--- src/rtl/pc_sequencer_if.sv ---
// Bus between the program-counter sequencer and its surroundings
// (decode ROM, ALU, control). The master drives requests and ROM/ALU
// results; the slave is the sequencer itself.
interface pc_sequencer_if;
  logic        run;
  logic        halt_req;
  logic [7:0]  rom_addr;
  logic [3:0]  alu_flags;
  logic        flags_we;
  logic        jump;
  logic [7:0]  jump_addr;
  logic [7:0]  pc;
  logic [3:0]  nzvc;
  logic [7:0]  ir;
  logic [1:0]  state;
  logic        busy;
  logic        done;
  logic [15:0] icount;

  modport master (
    output run, halt_req, rom_addr, alu_flags, flags_we, jump, jump_addr,
    input  pc, nzvc, ir, state, busy, done, icount
  );

  modport slave (
    input  run, halt_req, rom_addr, alu_flags, flags_we, jump, jump_addr,
    output pc, nzvc, ir, state, busy, done, icount
  );
endinterface

--- src/rtl/pc_sequencer.sv ---
// Program-counter sequencer: FETCH / DECODE / EXEC loop, one instruction
// every three clocks. pc and nzvc feed the decode ROM and stay frozen until
// the EXEC exit edge, where pc, nzvc and the retired-instruction count move.
module pc_sequencer (
  input  logic          clock,
  input  logic          reset,
  pc_sequencer_if.slave bus
);

  localparam logic [1:0] ST_IDLE   = 2'd0;
  localparam logic [1:0] ST_FETCH  = 2'd1;
  localparam logic [1:0] ST_DECODE = 2'd2;
  localparam logic [1:0] ST_EXEC   = 2'd3;

  localparam logic [7:0]  OP_HALT   = 8'hFF;
  localparam logic [15:0] ICOUNT_MAX = 16'hFFFF;

  logic [1:0]  state_q,  state_d;
  logic [7:0]  pc_q,     pc_d;
  logic [7:0]  ir_q,     ir_d;
  logic [3:0]  nzvc_q,   nzvc_d;
  logic [15:0] icount_q, icount_d;
  logic        halt_q,   halt_d;
  logic        done_q,   done_d;
  logic        stop;

  // A halt seen earlier in the instruction, a halt now, or the HALT opcode
  // all end the run after the current instruction retires.
  assign stop = bus.halt_req | halt_q | (ir_q == OP_HALT);

  // Next-state and datapath update selection
  always_comb begin
    // NOTE: every target gets its held value first, so no branch can leave a latch.
    state_d  = state_q;
    pc_d     = pc_q;
    ir_d     = ir_q;
    nzvc_d   = nzvc_q;
    icount_d = icount_q;
    halt_d   = halt_q;
    done_d   = 1'b0;

    case (state_q)
      ST_IDLE: begin
        if (bus.run) state_d = ST_FETCH;
      end
      ST_FETCH: begin
        state_d = ST_DECODE;
        if (bus.halt_req) halt_d = 1'b1;
      end
      ST_DECODE: begin
        state_d = ST_EXEC;
        ir_d    = bus.rom_addr;
        if (bus.halt_req) halt_d = 1'b1;
      end
      ST_EXEC: begin
        // jump_addr == pc simply reloads the same value.
        pc_d = bus.jump ? bus.jump_addr : pc_q + 8'd1;
        if (bus.flags_we) nzvc_d = bus.alu_flags;
        if (icount_q != ICOUNT_MAX) icount_d = icount_q + 16'd1;
        if (stop) begin
          state_d = ST_IDLE;
          halt_d  = 1'b0;
          done_d  = 1'b1;
        end else begin
          state_d = ST_FETCH;
        end
      end
      default: state_d = ST_IDLE;
    endcase
  end

  // State registers; reset abandons any instruction in flight
  always_ff @(posedge clock or negedge reset) begin
    if (!reset) begin
      state_q  <= ST_IDLE;
      pc_q     <= 8'h00;
      ir_q     <= 8'h00;
      nzvc_q   <= 4'h0;
      icount_q <= 16'h0000;
      halt_q   <= 1'b0;
      done_q   <= 1'b0;
    end else begin
      // NOTE: non-blocking so every register samples the pre-edge values.
      state_q  <= state_d;
      pc_q     <= pc_d;
      ir_q     <= ir_d;
      nzvc_q   <= nzvc_d;
      icount_q <= icount_d;
      halt_q   <= halt_d;
      done_q   <= done_d;
    end
  end

  assign bus.pc     = pc_q;
  assign bus.nzvc   = nzvc_q;
  assign bus.ir     = ir_q;
  assign bus.state  = state_q;
  assign bus.busy   = (state_q != ST_IDLE);
  assign bus.done   = done_q;
  assign bus.icount = icount_q;

endmodule

--- src/flat_wrapper.sv ---
// flat-port wrapper written by rule: the top's interface ports become plain ports
module pc_sequencer_flat 
  (clock, reset, bus_run, bus_halt_req, bus_rom_addr, bus_alu_flags, bus_flags_we, bus_jump, bus_jump_addr, bus_pc, bus_nzvc, bus_ir, bus_state, bus_busy, bus_done, bus_icount);
  pc_sequencer_if bus_i ();
  input  logic clock;
  input  logic reset;
  input wire logic [$bits(bus_i.run)-1:0] bus_run;
  input wire logic [$bits(bus_i.halt_req)-1:0] bus_halt_req;
  input wire logic [$bits(bus_i.rom_addr)-1:0] bus_rom_addr;
  input wire logic [$bits(bus_i.alu_flags)-1:0] bus_alu_flags;
  input wire logic [$bits(bus_i.flags_we)-1:0] bus_flags_we;
  input wire logic [$bits(bus_i.jump)-1:0] bus_jump;
  input wire logic [$bits(bus_i.jump_addr)-1:0] bus_jump_addr;
  output wire logic [$bits(bus_i.pc)-1:0] bus_pc;
  output wire logic [$bits(bus_i.nzvc)-1:0] bus_nzvc;
  output wire logic [$bits(bus_i.ir)-1:0] bus_ir;
  output wire logic [$bits(bus_i.state)-1:0] bus_state;
  output wire logic [$bits(bus_i.busy)-1:0] bus_busy;
  output wire logic [$bits(bus_i.done)-1:0] bus_done;
  output wire logic [$bits(bus_i.icount)-1:0] bus_icount;
  assign bus_i.run = bus_run;
  assign bus_i.halt_req = bus_halt_req;
  assign bus_i.rom_addr = bus_rom_addr;
  assign bus_i.alu_flags = bus_alu_flags;
  assign bus_i.flags_we = bus_flags_we;
  assign bus_i.jump = bus_jump;
  assign bus_i.jump_addr = bus_jump_addr;
  assign bus_pc = bus_i.pc;
  assign bus_nzvc = bus_i.nzvc;
  assign bus_ir = bus_i.ir;
  assign bus_state = bus_i.state;
  assign bus_busy = bus_i.busy;
  assign bus_done = bus_i.done;
  assign bus_icount = bus_i.icount;
  pc_sequencer u_core (.clock(clock), .reset(reset), .bus(bus_i));
endmodule
--- config.mk ---
export PLATFORM = sky130hd
export DESIGN_NAME = pc_sequencer_flat
export DESIGN_NICKNAME = d
export VERILOG_FILES = /design/src/rtl/pc_sequencer_if.sv /design/src/rtl/pc_sequencer.sv /design/src/flat_wrapper.sv
export SDC_FILE = /design/constraint.sdc
export NUM_CORES = 1
export LEC_CHECK = 0
export BUFFER_PORTS_ARGS = -buffer_cell sky130_fd_sc_hd__buf_4
export CAP_MARGIN = 20
export CORE_UTILIZATION = 40
export CTS_BUF_LIST = sky130_fd_sc_hd__clkbuf_4
export DETAILED_ROUTE_END_ITERATION = 6
export MAX_ROUTING_LAYER = met4
export PLACE_DENSITY = 0.73
export SKIP_CTS_REPAIR_TIMING = 1
export SLEW_MARGIN = 20
export SYNTH_ARGS = -nofsm -noshare
export SYNTH_HDL_FRONTEND = slang
export SYNTH_SLANG_ARGS = --single-unit
--- constraint.sdc ---
create_clock -name clock -period 2.5 [get_ports clock]
set_clock_uncertainty 0.2 [all_clocks]
set_input_delay 0.5 -clock clock [delete_from_list [all_inputs] [get_ports clock]]
set_output_delay 0.5 -clock clock [all_outputs]
set_load 0.01 [all_outputs]
* Yosys cells after proc, flatten, opt, wreduce, memory -nomap -nowiden *
Index checks and enable logic that the tools add are counted.

word-level totals
  bits in read-only memories = 0
  memory bits (writable) = 0
  input bits = 26
  word-level logic and storage cells = 35
  output and inout port bits = 40
  register bits = 40
  bits in latches = 0
  memories = 0

cells by class
  reductions and logical operators = 7
  add/sub/neg operators = 2
  eq/ne operators = 8
  divide/modulo/power cells = 0
  $mul = 0
  muxes and demuxes = 9
  shift-type cells = 0
  bitwise gates (word level) = 2
  order comparisons = 0

operators by type and width
  cell                                                                     number
  16-bit by 1-bit adder with 16-bit output, second input constant          1
  16-bit inequality test, second input constant                            1
  8-bit by 1-bit adder with 8-bit output, second input constant            1
  8-bit == test, second input constant                                     1
  8-bit 2-to-1 mux                                                         1
  2-bit one-hot mux with 4 select lines                                    1
  1-bit 2-to-1 mux                                                         5
  2-bit == test, second input constant                                     2
  2-bit by 1-bit inequality test with 1-bit output, second input constant  2
  2-bit AND reduction                                                      2
  2-bit nonzero test                                                       2
  3-bit AND reduction                                                      1
  2-bit by 1-bit == test with 1-bit output, second input constant          1
  2-bit logical NOT                                                        1
  2-bit 2-to-1 mux                                                         1
  2-bit inequality test, second input constant                             1
  1-bit bitwise OR                                                         2
  1-bit one-hot mux with 2 select lines                                    1
  2-bit OR reduction                                                       1

* Longest topological paths before layout *
Gate-level depths: netlist of run 1.

  depth in word-level cells = 4
  depth in mapped cells = 6
  mapped depth without buffers = 5

* Worst setup path before layout of run 1 *
OpenSTA, ideal clock, no wires.

  path kind = register to register
  from = reg u_core.icount_q[0] (netlist: u_core.bus.icount[0])
  to = reg u_core.icount_q[1] (netlist: u_core.bus.icount[1])
  period minus slack after synthesis = 1.854 ns
  arrival = 1.529 ns
  cell stages (with the launch flop) = 5
  library setup time = 0.125 ns
  buffers on the path = 0
  required time = 2.175 ns
  slack = 0.646 ns
  cell sequence = dfrtp_1 -> ha_1 -> nand3_1 -> o41ai_4 -> mux2_4

between the ends
  word-level cells in the longest chain between the ends = 2
  elaborated cells between the ends (all ways) = 3
  classes of those cells = add/sub: 1; eq/ne: 1; reduce/logical: 1

RTL lines
  what                                                                              line                text
  start, declared                                                                   pc_sequencer.sv:22  logic [15:0] icount_q, icount_d;
  start signal, assigned                                                            pc_sequencer.sv:88  icount_q <= icount_d;
  branches (longest 2 deep; another with 16-bit by 1-bit adder with 16-bit output)  n/a

Several ways; the timed one is not identified.
A chain may end at the register's enable or synchronous reset.

* Final worst setup path of run 1 *
  from = reg u_core.state_q[1] (netlist: u_core.bus.state[1])
  to = out bus_busy

between the ends
  word-level cells in the longest chain between the ends = 1

RTL lines
  what                    line                text
  start, declared         pc_sequencer.sv:18  logic [1:0] state_q, state_d;
  start signal, assigned  pc_sequencer.sv:84  state_q <= state_d;
  2-bit nonzero test      pc_sequencer.sv:98  assign bus.busy = (state_q != ST_IDLE);
  end, declared           flat_wrapper.sv:18  output wire logic [$bits(bus_i.busy)-1:0] bus_busy;

Every way passes these cells.

==> results of run 1 <==
through the flow:
stage	worst slack (ps)	hold WS, ps	total power, µW	util
CTS	517	-87.1	2730	0.543
floorplan	646	4.41	1830	-
finish	527	169	2700	0.545
global placement	643	292	2370	0.532
detailed placement	561	294	2410	0.532
global route	336	142	2900	0.545
final timing paths:
check	startpoint	end	slack (ps)	depth (start not counted)
min	bus_rom_addr[4]	u_core.bus.ir[4]	170	2
max in group asynchronous	reset	u_core.bus.icount[1]	1310	2
min in group asynchronous	reset	u_core.bus.pc[1]	440	2
max reg2reg	u_core.bus.state[1]	u_core.bus.icount[13]	540	5
max	u_core.bus.state[1]	bus_busy	530	4
min reg2reg	u_core.bus.icount[15]	u_core.bus.icount[15]	310	1
layout by cell type, fill, tap and decap left out, types with 3 or more instances in the layout:
cell type,count
buf_4,66
dfrtp_1,40
nor2_1,13
mux2_2,13
nand2_1,10
inv_1,8
xor2_1,8
a21oi_1,8
nand4_1,7
nand3_1,7
o21ai_0,6
ha_1,6
xnor2_1,5
clkbuf_4,5
and3_1,4
nand2b_1,4
a22o_1,3
metal layers:
metal / track usage / wire (µm) / up-vias
met5: - / 0 / -
met1: 0.222 / 1860 / 767
li1: - / - / 770
met2: 0.271 / 2030 / 53
met3: 0.0431 / 219 / 7
met4: 0.0654 / 54 / 0
power by group through the flow:
stage               clock network (µW)  logic (µW)  registers [µW]
floorplan                            0         610            1220
global placement                     0        1220            1150
detailed placement                   0        1250            1160
CTS                                323        1260            1140
global route                       350        1370            1180
finish                             317        1240            1140
layout make-up:
cell class,instances,share of cell area
clock buffers,5,0.0146
clock inverters,3,0.00534
inverters,8,0.0117
multi-input cells,121,0.351
flip-flops and latches,40,0.389
well taps,67,0.0326
repair buffers,67,0.196
registers in the layout (all words and copies together), names as in the netlist:
name,count
u_core.bus.pc,8
u_core.bus.ir,8
u_core.halt_q,1
u_core.bus.done,1
u_core.bus.state,2
u_core.bus.nzvc,4
u_core.bus.icount,16
kinds of logic after synthesis:
| logic type | synth area share |
|---|---|
| xor+xnor | 0.0581 |
| mux | 0.0926 |
| buf+inv | 0.0275 |
| simple gates | 0.155 |
| compound gates | 0.118 |
| fa+ha+maj | 0.0383 |
| flops | 0.511 |
worst reg2reg max path, cell delays in order, from the launching register on:
cell     delay (ps)
dfrtp_1         420
ha_1            350
nand2_1         120
nor4_2          410
nand4_1         180
xnor2_1         160
==> reports/metrics.sh, run 1 <==
CRITICALPATHCATEGORY='reg -> out'
GRT_PASS1_VIAS=1483
CP.ARRIVAL_PS=1270
FP.DIEAREA_UM2=5180
DRT-WIRELENGTH-PER-CELL_UM=13.4
REGISTER_AREA_UM2=1000
POST_DP_CELL_AREA_UM2=2510
CRITICAL_PATH_REQUIRED_PS=1800
DP_HPWL_UM=3080
NUMBER_OF_SLEW_LIMIT_VIOLATIONS_IN_THE_FINAL_REPORT=0
YOSYSTOPAREACELLSHARE=0.511
SYNTH-EDFF-COUNT=0
DIE_Y_UM=72.0
CTS_TREE='built'
ANTENNA_VIOLATIONS_BEFORE_REPAIR=0
HTREEDEPTH=2
POST-ROUTE-PERIOD-UTIL=0.789
RUN_STATUS='finished clean'
SYNTH-MAIN-FF-CELL='dfrtp_1'
TIMING.HOLD.WORST.CLASS='in -> reg'
ROUTE.DETAILED.DRC=0
CLOCK_SINKS=40
CTS_ROOT_BUF='clkbuf_4'
FMAX_MHz=507
TIMING.CRITICAL_PATH.CELLS='inv_1, ha_1, inv_1, buf_4'
CPLARGESTDELAYFAMILY='flip-flops'
PLACE.DETAILED.INSTANCES=302
LATEST_CLOCK_ARRIVAL_WITHIN_THE_WORST_SKEW_PAIR_PS=350
YOSYSWARNINGCOUNT=0
P_SW_FRAC=0.384
SYNTHTOPCELLSBYAREA='dfrtp_1 (51%), mux2_2 (7.5%), ha_1 (3.8%), xor2_1 (3.6%), nor2_1 (2.5%)'
POWER-PER-CELL-AREA_nW_PER_UM2=1050
DESIGN.FINAL.NETS=275
GPL.FINAL_WEIGHTED_CONGESTION=0.799
OVERFLOW=0
NETSWITCHINGPOWER_uW=1040
ROUTE.VIAS.TOTAL=1597
FINALHOLDVIOLATIONS=0
POWER.SHARE.SEQUENTIAL=0.423
SHARE_OF_THE_YOSYS_CHIP_AREA_BELONGING_TO_REGISTERS=0.511
RSZ0062_AT_GRT='no'
YOSYSMOSTFREQUENTCELL='dfrtp_1'
WIRE_LENGTH_OF_THE_FIRST_GLOBAL_ROUTING_PASS_UM=6790
IO_PINS=66
NETLIST_INSTANCES=175
SYN_AVG_CELL_AREA_UM2=11.2
COMBINATIONALPOWERSHARE=0.459
WORST_SETUP_PATH_END_KIND='primary output'
YS_SEQ_ELEMENTS=40
FP-ROW-COUNT=25
GRT_MAX_DEGREE=41
DRV_CAP=0
MULTI_INPUT_COMB_AREA_UM2=903
FLOORPLAN.INITIALDENSITY=0.415
VIAS_PER_INST=5.14
WORSTPATHBUFFERINVERTERCOUNT=3
FIRST_PASS_ITERS=4
GRT.TOTAL_USAGE=0.174
CRIT_PATH_TOP_DELAY_CELL='dfrtp_1'
STARTPOINT_KIND_OF_THE_WORST_SETUP_TIMING_PATH='flip-flop'
FLOW.AREA_GROWTH_FROM_SYNTHESIS_PCT=31.5
SYNTHESIZED_NETLIST_NET_COUNT=207
VDD_DROP_MAX_mV=0.591
CRITICAL-PATH-MAX-STAGE-DELAY_PS=440
SYN-CELL-AREA_UM2=1960
LEAKAGE_uW=0.00126
SYNTH_TOP_CELL_BY_AREA='dfrtp_1'
FINALWORSTPATHREQUIREDPERIOD_PS=1970
P_INT_uW=1660
DRT_ITER0_MARKERS=59
SYNTH_TOP_CELLS_BY_COUNT='dfrtp_1 (40), mux2_2 (13), nor2_1 (13), nand2_1 (10)'
ROUTE.FINAL.WIRE_LENGTH_UM=4150
CRIT_TOP_CELL='inv_1'
DIEWIDTH_UM=72.0
PATH_CLK_SLEW_PS=120
CRIT_PATH_MAX_FANOUT=4
ANTENNADIODECOUNT=0
TOTAL_OF_BUFFERS_PLACED_ON_INPUT_AND_OUTPUT_PORTS=65
ASYNC_FLOP_SHARE=1.00
TIMING.SETUP.TNS_PS=0
POWER.CLOCK.FRACTION=0.117
MAXSLEWHEADROOM=0.668
SYNTH_CELL_TYPES=39
NUMBER_OF_BUFFERS_CREATED_BY_CTS=5
CLOCK_TREE.BUFFER_DEPTH=2
NUMBER_OF_FAILING_SETUP_ENDPOINTS_IN_THE_FINAL_TIMING_REPORT=0
DRIVE_GT1_FRAC=0.381
CORE_AREA_UM2=4720
LAYOUT.CELL_AREA.NON_FILLER_UM2=2570
FILL_CELLS=453
FINISH.CELL_COUNT_WITHOUT_FILLERS=311
WORST_SLEW_PIN_SLEW_PS=499
ROUTE.ANTENNA.REMAINING_NETS=0
Note: power is estimated with default switching activity, not from simulation.
==> inputs of run 2 (changes only) <==
- clock period: 2.5 -> 1.9 ns (I/O delays scaled with it)
==> run 2 against run 1 <==
Net effect:
- critical path depth unchanged
- die area unchanged
- cell count increased by 4.2%
- combinational power increased by 41%
- largest cell class unchanged
- sequential cell count unchanged
- hold slack got worse by 120 ps
- via count increased by 1.3%
- core utilization increased by 4.1 points
- highest routed layer unchanged
==> reports/metrics.sh, run 2 (synthesis results as in run 1) <==
FINAL_CORE_UTIL=0.586  # +0.0411
GRT_PASS1_VIAS=1510  # +1.8%
CP.ARRIVAL_PS=1240  # -30 ps
GPL.FINAL_WEIGHTED_CONGESTION=0.794  # -0.65%
VDD_DROP_MAX_mV=0.858  # +45%
MAXSLEWHEADROOM=0.662  # -0.00514
FP.DIEAREA_UM2=5180  # unchanged
DIEWIDTH_UM=72.0  # unchanged
GRT.TOTAL_USAGE=0.174  # -0.000795
CLOCK_TREE.BUFFER_DEPTH=2  # unchanged
WIRE_LENGTH_OF_THE_FIRST_GLOBAL_ROUTING_PASS_UM=6870  # +1.1%
VIAS_PER_INST=4.99  # -2.8%
DRIVE_GT1_FRAC=0.428  # +0.0469
POST-ROUTE-PERIOD-UTIL=0.958
CRIT_PATH_MAX_FANOUT=4  # unchanged
POWER-PER-CELL-AREA_nW_PER_UM2=1470  # +40%
DESIGN.FINAL.NETS=288  # +4.7%
FMAX_MHz=549
CORE_AREA_UM2=4720  # unchanged
LATEST_CLOCK_ARRIVAL_WITHIN_THE_WORST_SKEW_PAIR_PS=350  # about the same
FILL_CELLS=418  # -7.7%
DP_HPWL_UM=3050  # -0.90%
ANTENNADIODECOUNT=0  # unchanged
FINALHOLDVIOLATIONS=0  # unchanged
DIE_Y_UM=72.0  # unchanged
NUMBER_OF_SLEW_LIMIT_VIOLATIONS_IN_THE_FINAL_REPORT=0  # unchanged
DRV_CAP=0  # unchanged
NUMBER_OF_FAILING_SETUP_ENDPOINTS_IN_THE_FINAL_TIMING_REPORT=0  # unchanged
ROUTE.VIAS.TOTAL=1618  # +1.3%
CLOCK_SINKS=40  # unchanged
MOSTFREQUENTLAYOUTCELL='buf_4'
RUN_STATUS='finished clean'
OVERFLOW=0  # unchanged
FIRST_PASS_ITERS=4  # unchanged
ROUTE.DETAILED.DRC=0  # unchanged
ROUTE.ANTENNA.REMAINING_NETS=0  # unchanged
FP-ROW-COUNT=25  # unchanged
ROUTE.FINAL.WIRE_LENGTH_UM=4140  # -0.43%
NUMBER_OF_FLIP_FLOPS_IN_THE_LARGEST_REGISTER=16  # unchanged
ANTENNA_VIOLATIONS_BEFORE_REPAIR=0  # unchanged
FINALWORSTPATHREQUIREDPERIOD_PS=1820
CTS_ROOT_BUF='clkbuf_4'
CRITICALPATHCATEGORY='reg -> out'
PATH_CLK_SLEW_PS=130  # about the same
GRT_MAX_DEGREE=41  # unchanged
DRT-WIRELENGTH-PER-CELL_UM=12.8  # -4.4%
HTREEDEPTH=2  # unchanged
FLOORPLAN.INITIALDENSITY=0.415  # unchanged
TOP_LIBRARY_CELLS_BY_USAGE_IN_THE_LAYOUT_FILL_AND_TAPS_ASIDE='buf_4 (79), dfrtp_1 (40), nor2_1 (13), mux2_2 (13), nand2_1 (10)'
STARTPOINT_KIND_OF_THE_WORST_SETUP_TIMING_PATH='flip-flop'
FLOW.AREA_GROWTH_FROM_SYNTHESIS_PCT=41.4
FIN_TOTAL_PWR_uW=4070  # +50%
TOTAL_OF_BUFFERS_PLACED_ON_INPUT_AND_OUTPUT_PORTS=65  # unchanged
WORST_SLEW_PIN_SLEW_PS=506  # +7.70 ps
IO_PINS=66  # unchanged
CTS_TREE='built'
TIMING.HOLD.WORST.CLASS='in -> reg'
DRT_ITER0_MARKERS=72  # +22%
CRITICAL_PATH_REQUIRED_PS=1320  # -480 ps
NUMBER_OF_BUFFERS_CREATED_BY_CTS=5  # unchanged
LEAKAGE_uW=0.00136  # +7.8%
WORST_SETUP_PATH_END_KIND='primary output'
run 2: cell count changes in the layout (fill, tap and decap cells not counted), sizes merged:
cell,before,now
buf,66,79
bufinv,0,3
clkinv,3,0
run 2: critical path, stage by stage, from the launching register on:
cell and delay (ps):
dfrtp_1 430, inv_1 110, ha_2 190, inv_1 40
buf_4 130
run 2: worst paths after layout:
check | start | end | slack, ps | depth (start not counted)
worst max-delay path | u_core.bus.state[1] | bus_busy | 80 | 4
worst min-delay path | bus_alu_flags[1] | u_core.bus.nzvc[1] | 50 | 2
worst max register to register | u_core.bus.icount[0] | u_core.bus.icount[1] | 90 | 4
worst min register to register | u_core.bus.icount[15] | u_core.bus.icount[15] | 320 | 1
max in group asynchronous | reset | u_core.bus.pc[5] | 810 | 2
min in group asynchronous | reset | u_core.bus.icount[14] | 320 | 2
run 2: layer usage:
layer,part of all wire,global-route usage
met1,0.45,0.222
met2,0.48,0.274
met3,0.052,0.0444
met4,0.012,0.0523
met5,0,-
run 2: cell type report:
| type | count | area, µm² | area share |
|---|---|---|---|
| Sequential cell | 40 | 1000 | 0.361 |
| Multi-Input combinational cell | 121 | 923 | 0.333 |
| Timing Repair Buffer | 80 | 603 | 0.218 |
| Clock inverter | 3 | 90.1 | 0.0325 |
| Tap cell | 67 | 83.8 | 0.0303 |
| Clock buffer | 5 | 37.5 | 0.0136 |
| Inverter | 8 | 30.0 | 0.0108 |
run 2: stage by stage:
stage / worst slack (ps) / area [µm²] / setup TNS (ps) / hold WS (ps) / cells
after floorplan: 46.1 / 1960 / 0 / -116 / 175
after global placement: 114 / 2600 / 0 / 194 / 313
after detailed placement: 81.5 / 2600 / 0 / 189 / 313
after CTS: 17.8 / 2720 / 0 / -212 / 321
after global routing: -10.9 / 2770 / -12.6 / 20.9 / 324
final: 79.4 / 2770 / 0 / 50.1 / 324
run 2: report_power, final:
group | total [µW] | switching, µW | internal, µW
Sequential | 1500 | 325 | 1170
Clock | 823 | 281 | 542
Combinational | 1750 | 785 | 962
Total | 4070 | 1390 | 2670
==> inputs of run 3 (changes only) <==
- ABC_CLOCK_PERIOD_IN_PS: not set -> 1900
- CORE_MARGIN: not set -> 5
==> run 3 against run 2 <==
Net effect:
- hold slack better by 7.2 ps
- critical path depth did not move
- global-route usage decreased by 2.9 points
- sequential power about the same
- critical path type is now reg -> reg
- critical endpoint is now u_core.bus.icount[1]
- largest power group unchanged
==> reports/metrics.sh, run 3 (synthesis results as in run 1) <==
NUMBER_OF_SLEW_LIMIT_VIOLATIONS_IN_THE_FINAL_REPORT=0  # unchanged
TOTAL_OF_BUFFERS_PLACED_ON_INPUT_AND_OUTPUT_PORTS=65  # unchanged
POWER-PER-CELL-AREA_nW_PER_UM2=1360  # -7.6%
CP.ARRIVAL_PS=1860  # +620 ps
DP_WORST_SETUP_SLACK_PS=56.9  # -24.6 ps
ROUTE.DETAILED.DRC=0  # unchanged
FINALHOLDVIOLATIONS=0  # unchanged
CORE_AREA_UM2=4720  # unchanged
DIE_Y_UM=80.0  # +11%
MOSTFREQUENTLAYOUTCELL='buf_4'
POST-ROUTE-PERIOD-UTIL=0.959  # about the same
FLOW.AREA_GROWTH_FROM_SYNTHESIS_PCT=38.3
OVERFLOW=0  # unchanged
DRIVE_GT1_FRAC=0.436  # +0.00778
FLOORPLAN.INITIALDENSITY=0.415  # unchanged
CLOCK_SINKS=40  # unchanged
RUN_STATUS='finished clean'
WIRE_LENGTH_OF_THE_FIRST_GLOBAL_ROUTING_PASS_UM=7010  # +2.1%
ROUTE.ANTENNA.REMAINING_NETS=0  # unchanged
NUMBER_OF_FAILING_SETUP_ENDPOINTS_IN_THE_FINAL_TIMING_REPORT=0  # unchanged
GRT_PASS1_VIAS=1560  # +3.3%
PATH_CLK_SLEW_PS=110  # -20 ps
CRITICAL_PATH_REQUIRED_PS=1930  # +610 ps
FP.DIEAREA_UM2=6390  # +23%
LATEST_CLOCK_ARRIVAL_WITHIN_THE_WORST_SKEW_PAIR_PS=340  # about the same
FP-ROW-COUNT=25  # unchanged
TIMING.HOLD.WORST.CLASS='in -> reg'
ANTENNADIODECOUNT=0  # unchanged
LEAKAGE_uW=0.00134  # -1.5%
NUMBER_OF_BUFFERS_CREATED_BY_CTS=5  # unchanged
DP_HPWL_UM=3300  # +8.2%
IO_PINS=66  # unchanged
WORST_SETUP_PATH_END_KIND='flip-flop'
CRITICALPATHCATEGORY='reg -> reg'
VDD_DROP_MAX_mV=0.791  # -7.7%
DESIGN.FINAL.NETS=288  # unchanged
NUMBER_OF_FLIP_FLOPS_IN_THE_LARGEST_REGISTER=16  # unchanged
GRT_MAX_DEGREE=41  # unchanged
CTS_TREE='built'
ROUTE.VIAS.TOTAL=1621  # +0.19%
GPL.FINAL_WEIGHTED_CONGESTION=0.855  # +7.7%
CRIT_PATH_MAX_FANOUT=5  # +1
TOP_LIBRARY_CELLS_BY_USAGE_IN_THE_LAYOUT_FILL_AND_TAPS_ASIDE='buf_4 (78), dfrtp_1 (39), nor2_1 (13), mux2_2 (13), nand2_1 (10)'
FINAL_CORE_UTIL=0.573  # -0.0130
DRT-WIRELENGTH-PER-CELL_UM=13.7  # +7.6%
ROUTE.FINAL.WIRE_LENGTH_UM=4450  # +7.6%
WORST_SLEW_PIN_SLEW_PS=504  # -1.76 ps
FINALWORSTPATHREQUIREDPERIOD_PS=1820  # +1.21 ps
HTREEDEPTH=2  # unchanged
CLOCK_TREE.BUFFER_DEPTH=2  # unchanged
VIAS_PER_INST=5.00  # +0.19%
DRV_CAP=0  # unchanged
DRT_ITER0_MARKERS=92  # +28%
ANTENNA_VIOLATIONS_BEFORE_REPAIR=0  # unchanged
STARTPOINT_KIND_OF_THE_WORST_SETUP_TIMING_PATH='flip-flop'
DIEWIDTH_UM=80.0  # +11%
FMAX_MHz=549  # about the same
MAXSLEWHEADROOM=0.664  # +0.00117
GRT.TOTAL_USAGE=0.145  # -0.0286
FIRST_PASS_ITERS=4  # unchanged
CTS_ROOT_BUF='clkbuf_4'
FINAL_SETUP_SLACK_OF_THE_WORST_PATH_PS=78.2  # -1.21 ps
run 3: final timing paths:
check / from / end / slack, ps / cells after the start
setup / recovery: u_core.bus.icount[13] / u_core.bus.icount[1] / 80 / 4
hold / removal: bus_alu_flags[3] / u_core.bus.nzvc[3] / 60 / 2
setup reg to reg: u_core.bus.icount[13] / u_core.bus.icount[1] / 80 / 4
hold reg to reg: u_core.bus.icount[15] / u_core.bus.icount[15] / 320 / 1
max in group asynchronous: reset / u_core.bus.icount[5] / 800 / 2
min in group asynchronous: reset / u_core.bus.icount[11] / 340 / 2
run 3: metrics by stage:
step	total power [µW]	setup TNS, ps	hold WS (ps)	cell area [µm²]	cells
final	3670	0	57.3	2710	324
after global routing	3970	-10.9	33.3	2710	324
after CTS	3670	0	-192	2640	319
after detailed placement	3220	0	190	2580	311
after global placement	3180	0	196	2580	311
after floorplan	2400	0	-116	1960	175
run 3: worst max-delay path: stages, from the launching register on:
cell	delay, ps
dfrtp_1	410
nand4_1	110
buf_4	170
o41ai_4	490
mux2_4	340
run 3: layout make-up:
cell class,instances,area (µm²)
Inverter,8,30.0
Timing Repair Buffer,80,607
Clock buffer,7,52.6
Multi-Input combinational cell,121,928
Fill cell,429,2020
Tap cell,67,83.8
Clock inverter,1,3.75
Sequential cell,40,1000
run 3: power breakdown:
part | internal (µW) | switching (µW) | leakage, µW
Clock | 171 | 258 | 0.0000338
Sequential | 1170 | 320 | 0.000493
Combinational | 945 | 805 | 0.000810
Total | 2290 | 1380 | 0.00134
run 3: layer usage:
layer  vias up  wire (µm)  GRT usage
met5         -          0          -
met1       779       1930      0.179
li1        791          -          -
met3         4        316     0.0553
met4         0         32     0.0270
met2        47       2170      0.229
